==> config.mk <==
export PLATFORM = sky130hd
export DESIGN_NAME = conv_window_gen
export DESIGN_NICKNAME = d
export VERILOG_FILES = /design/src/rtl/conv_pkg.sv /design/src/rtl/line_buffer.sv /design/src/rtl/conv_window_gen.sv
export SDC_FILE = /design/constraint.sdc
export NUM_CORES = 1
export LEC_CHECK = 0
export ABC_AREA = 1
export ABC_CLOCK_PERIOD_IN_PS = 5100
export CORE_MARGIN = 2
export CORE_UTILIZATION = 45
export CTS_BUF_LIST = sky130_fd_sc_hd__clkbuf_4 sky130_fd_sc_hd__clkbuf_8 sky130_fd_sc_hd__clkbuf_16
export DETAILED_ROUTE_END_ITERATION = 10
export PLACE_DENSITY = 0.71
export SLEW_MARGIN = 20
export SYNTH_ARGS = -nofsm -noshare
export SYNTH_HDL_FRONTEND = slang
export SYNTH_HIERARCHICAL = 1
export SYNTH_SLANG_ARGS = --single-unit
==> constraint.sdc <==
create_clock -name clk -period 5.1 [get_ports clk]
set_clock_uncertainty 0.05 [all_clocks]
set_input_delay 1.02 -clock clk [delete_from_list [all_inputs] [get_ports clk]]
set_output_delay 1.02 -clock clk [all_outputs]
set_load 0.02 [all_outputs]
==> src/rtl/conv_pkg.sv <==
// Shared constants for the 5x5 convolution datapath (window generator,
// dot-product MAC, max-pool).
//   IntSize   : pixel width in bits
//   KSize     : kernel edge, ArraySize = KSize*KSize window elements
//   ImgW/ImgH : image geometry, ColW/RowW the matching counter widths
//   win_idx   : packed-window element index for kernel position (r,c)
package conv_pkg;

   localparam int unsigned IntSize   = 8;
   localparam int unsigned KSize     = 5;
   localparam int unsigned ArraySize = KSize * KSize;
   localparam int unsigned ImgW      = 28;
   localparam int unsigned ImgH      = 28;
   localparam int unsigned ColW      = $clog2(ImgW);
   localparam int unsigned RowW      = $clog2(ImgH);

   // Element k of a packed window sits at bits [IntSize*k +: IntSize].
   function automatic int unsigned win_idx(input int unsigned r, input int unsigned c);
      return r * KSize + c;
   endfunction

endpackage

==> src/rtl/line_buffer.sv <==
// One-row pixel delay line: tap_c presents the pixel written Depth enabled
// cycles earlier, i.e. the pixel directly above the one on din.
//   clk, rst : clock, synchronous active-high reset (pointer only)
//   en       : shift enable, one pixel per enabled cycle
//   din      : pixel entering the line
//   tap_c    : combinational read of the oldest pixel, valid before the write
module line_buffer #(
   parameter int unsigned Depth = 28,
   parameter int unsigned Width = 8
) (
   input  logic             clk,
   input  logic             rst,
   input  logic             en,
   input  logic [Width-1:0] din,
   output logic [Width-1:0] tap_c
);

   localparam int unsigned PtrW = $clog2(Depth);

   logic [Width-1:0] mem [Depth];
   logic [PtrW-1:0]  ptr;

   // Read-before-write on the same slot gives exactly Depth cycles of delay.
   assign tap_c = mem[ptr];

   // Circular write pointer.
   always_ff @(posedge clk) begin
      if (rst) begin
         ptr <= '0;
      end else if (en) begin
         ptr <= (ptr == PtrW'(Depth - 1)) ? '0 : ptr + 1'b1;
      end
   end

   // Storage is left uninitialised; consumers gate stale data with counters.
   always_ff @(posedge clk) begin
      if (en) begin
         mem[ptr] <= din;
      end
   end

endmodule

==> src/rtl/conv_window_gen.sv <==
// Streaming 5x5 window generator: accepts pixels in raster order and emits
// every fully-inside KSize x KSize window through a one-entry valid/ready stage.
//   clk, rst   : clock, synchronous active-high reset
//   in_pixel   : raster-order pixel, in_valid qualifies it
//   in_ready   : combinational, !out_valid || out_ready
//   out_window : packed window, element r*KSize+c at [IntSize*k +: IntSize]
//   out_valid  : out_window holds an unconsumed window, out_ready consumes it
//   out_last   : last window of the frame
// Optional (macro CONV_WIN_COORD_EN): out_row/out_col give the top-left pixel
// coordinate of out_window.
module conv_window_gen
   import conv_pkg::*;
(
   input  logic                         clk,
   input  logic                         rst,
   input  logic [IntSize-1:0]           in_pixel,
   input  logic                         in_valid,
   output logic                         in_ready,
   output logic [ArraySize*IntSize-1:0] out_window,
   output logic                         out_valid,
   input  logic                         out_ready,
   output logic                         out_last
`ifdef CONV_WIN_COORD_EN
   ,
   output logic [RowW-1:0]              out_row,
   output logic [ColW-1:0]              out_col
`endif
);

   localparam int unsigned WinW = ArraySize * IntSize;

   logic               accept_c;
   logic               emit_c;
   logic               col_end_c;
   logic               row_end_c;
   logic [ColW-1:0]    col;
   logic [RowW-1:0]    row;
   logic [IntSize-1:0] lb_in_c  [KSize-1];
   logic [IntSize-1:0] tap_c    [KSize-1];
   logic [IntSize-1:0] col_in_c [KSize];
   logic [IntSize-1:0] win      [KSize][KSize];
   logic [WinW-1:0]    win_next_c;

   // Single-stage handshake: a stalled output freezes the whole pipeline.
   assign in_ready  = !out_valid || out_ready;
   assign accept_c  = in_valid && in_ready;
   assign col_end_c = (col == ColW'(ImgW - 1));
   assign row_end_c = (row == RowW'(ImgH - 1));
   assign emit_c    = accept_c && (row >= RowW'(KSize - 1)) && (col >= ColW'(KSize - 1));

   // Cascaded row delays: tap_c[i] is the pixel i+1 rows above the input.
   for (genvar i = 0; i < KSize - 1; i++) begin : g_lb
      if (i == 0) begin : g_head
         assign lb_in_c[i] = in_pixel;
      end else begin : g_tail
         assign lb_in_c[i] = tap_c[i-1];
      end
      line_buffer #(
         .Depth (ImgW),
         .Width (IntSize)
      ) u_lb (
         .clk   (clk),
         .rst   (rst),
         .en    (accept_c),
         .din   (lb_in_c[i]),
         .tap_c (tap_c[i])
      );
      assign col_in_c[KSize-2-i] = tap_c[i];
   end
   assign col_in_c[KSize-1] = in_pixel;

   // Next window: every row shifts one column left, new column enters right.
   always_comb begin
      win_next_c = '0;
      for (int unsigned r = 0; r < KSize; r++) begin
         for (int unsigned c = 0; c < KSize - 1; c++) begin
            win_next_c[IntSize*win_idx(r, c) +: IntSize] = win[r][c+1];
         end
         win_next_c[IntSize*win_idx(r, KSize-1) +: IntSize] = col_in_c[r];
      end
   end

   // Window register shifts on every accepted pixel, row-straddling included.
   always_ff @(posedge clk) begin
      if (accept_c) begin
         for (int unsigned r = 0; r < KSize; r++) begin
            for (int unsigned c = 0; c < KSize; c++) begin
               win[r][c] <= win_next_c[IntSize*win_idx(r, c) +: IntSize];
            end
         end
      end
   end

   // Raster position of the next pixel to be accepted; frames run back-to-back.
   always_ff @(posedge clk) begin
      if (rst) begin
         col <= '0;
         row <= '0;
      end else if (accept_c) begin
         if (col_end_c) begin
            col <= '0;
            row <= row_end_c ? '0 : row + 1'b1;
         end else begin
            col <= col + 1'b1;
         end
      end
   end

   // Output stage: load on emission, clear once consumed, hold while stalled.
   always_ff @(posedge clk) begin
      if (rst) begin
         out_valid  <= 1'b0;
         out_last   <= 1'b0;
         out_window <= '0;
`ifdef CONV_WIN_COORD_EN
         out_row    <= '0;
         out_col    <= '0;
`endif
      end else if (emit_c) begin
         out_valid  <= 1'b1;
         out_last   <= row_end_c && col_end_c;
         out_window <= win_next_c;
`ifdef CONV_WIN_COORD_EN
         out_row    <= row - RowW'(KSize - 1);
         out_col    <= col - ColW'(KSize - 1);
`endif
      end else if (out_ready) begin
         out_valid  <= 1'b0;
         out_last   <= 1'b0;
      end
   end

endmodule
==> reports/results.ini <==
[synth]
synth_fp_nets=5149
synth_area_leaders=edfxtp_1, nand2_1, dfxtp_1
yosysTopAreaCellShare=0.601
synth_top_cell_by_area=edfxtp_1
synth_area_per_cell_um2=10.3
synth_cell_types=26
ys_warn_count=6
synthCells=5113
ys_seq_area_frac=0.697
netlist_area_um2=52800
synth-seq-cells=1308

[pwr]
pwr-share-clk=0.418
p_sw_frac=0.230
p_leak_uw=0.0243
intPower_uw=18000
vdd_drop_max_v=0.000332
pwr-share-seq=0.515
combPwrFrac=0.067
switchingPower_uw=5400
powerDensity_nw_per_um2=387

[clock_network]
ctsHoldBuffers=0
ctsResizeCount=0
cts_buffers=135
cts_root_buf=clkbuf_16
cts_tree=yes
cts_setup_buffers=0
clock-sinks=1308
clock_latency_ns=0.74
htree_levels=4
clk_pin_slew_ns=0.06
clk_path_buf_depth=3

[grt]
antenna_found_initial=2
grt_overflow=0
grt_use_total=0.203
grt_max_degree=232
grt_first_pass_wirelength_um=191000
grt_pass1_vias=33886

[min_path]
min_path_type=flop to flop
worstHoldStart=win[1][21]
whs_endpoint=win[1][29]
worstHoldPathCells=0

[routing]
vias_per_cell=5.09
first_pass_iters=5
wl_per_cell_um=17.8
drt-initial-drc-count=3624
drc=0
vias=35229
wl_um=123000
ant_nets=0

[floorplanning]
fp.dieArea_um2=120000
die_w_um=346
rows=125
die_h_um=346
ios=215
start_util=0.454
core_um2=116000

[worst_setup_path]
cp.required_ns=5.66
cp_slowest_stage_delay_ns=0.76
worstPathArrival_ns=4.03
cp_slowest_cell=a21boi_4
regToRegSetupSlack_ns=1.96
crit_path_max_fanout=22
crit_buf_inv=3
path_cells=clkdlybuf4s50_1 -> inv_2 -> a21boi_4 -> buf_4 -> nand2_1 -> nor2_1 -> or2_1 -> nor3_1
cp-end-kind=flop
rr_endpoint=win[0][7]
crit_type=input pin to flop
start_kind=input pin
crit_family=simple AND/OR/NAND/NOR gates
r2r_cells=9

[cells_and_area]
area_growth_pct=14.8
nNetsFinal=5318
final_common_cell=nand2_1
drive_above_1_share=0.0621
diodes=0
fillers=9861
layout_common_cells=nand2_1, edfxtp_1, nor2_1

[place]
place_congestion=0.870
numPortBuffers=214
pre_cts_slack_ns=0.832
dp_hpwl_um=74900

[timing]
worst_slew_pin_slew_ns=1.03
grt_setup_unrepaired=false
fin_crit_ns=3.47
finalSetupTns_ns=0
slew_headroom=0.316
finalHoldViolations=0
max_freq_mhz=288
period_share=0.681
slew_violations=0
worst_slack_ns=1.63
final-setup-viol-count=0

[flow_run]
drv_cap=0

[run_status]
status=finished clean

==> stage by stage <==
step	power (uW)	std cells	hold WS, ns	util	cell area, um^2
6_report	23400	6918	0.391	0.521	60500
5_1_grt	24200	6918	0.397	0.521	60500
4_1_cts	23600	6918	0.391	0.521	60500
3_5_place_dp	13900	6669	0.383	0.482	56000
3_3_place_gp	13800	6669	0.381	0.482	56000
2_1_floorplan	13200	5113	0.377	-	52800
==> cell type report <==
class,count,area [um^2],area share
Inverter,503,1890,0.0313
Sequential cell,1308,36800,0.607
Multi-Input combinational cell,3051,12700,0.211
Tap cell,1524,1910,0.0315
Timing Repair Buffer,283,2710,0.0448
Clock buffer,183,3880,0.0641
Clock inverter,66,632,0.0104
==> power groups by stage <==
stage	clock (uW)	combinational, uW	sequential (uW)
CTS	9950	1560	12100
finish	9800	1570	12100
detailed placement	0	1550	12300
floorplan	0	935	12200
global route	10400	1720	12100
global placement	0	1530	12300
==> cells in the mapped netlist (all sizes together) <==
cell       n
nand3    536
nor2     771
xor2       4
buf      194
a21boi     1
o211ai    17
dfxtp    252
clkbuf    57
nand4      4
nor3b      4
nand2   1508
nor3      13
edfxtp  1056
o21ai    133
or2       15
nor4       4
inv      503
ha        24
a21oi     17
==> sequential cells by signal, indices dropped and copies added (netlist names), named ones only <==
register and count:
g_lb.u_lb/mem 896, g_lb.u_lb/ptr 20, col 5, out_window 200, out_valid 1, out_last 1
win 160, row 5
==> cells by family (layout without fill, tap and decap cells) <==
group / Yosys count / in the layout / share of synthesized area
AOI/OAI and AO/OA: 168 / 168 / 0.0169
xor gates and xnor gates: 4 / 4 / 0.000664
adders and majority gates: 24 / 24 / 0.00569
buffers and inverters: 754 / 1035 / 0.0621
DFF: 1308 / 1308 / 0.697
and+or+nand+nor: 2855 / 2855 / 0.218
==> per-layer routing <==
layer / track usage / wire length, um
met1: 0.276 / 51700
met2: 0.335 / 59200
met3: 0.0338 / 8880
met4: 0.0642 / 3310
met5: 0 / 0
==> worst max-delay path by stage <==
stage,start,end,slack [ns],depth (start not counted)
6_report,out_ready,g_lb[3].u_lb/ptr[3],1.63,8
5_1_grt,out_ready,g_lb[3].u_lb/ptr[3],1.48,8
4_1_cts,out_ready,g_lb[0].u_lb/ptr[3],1.67,7
3_5_place_dp,out_ready,g_lb[0].u_lb/mem[18][6],0.83,5
3_3_place_gp,out_ready,flop,0.99,8
2_1_floorplan,out_ready,flop,0.35,8
No activity file was read; power rests on OpenSTA's default activity.
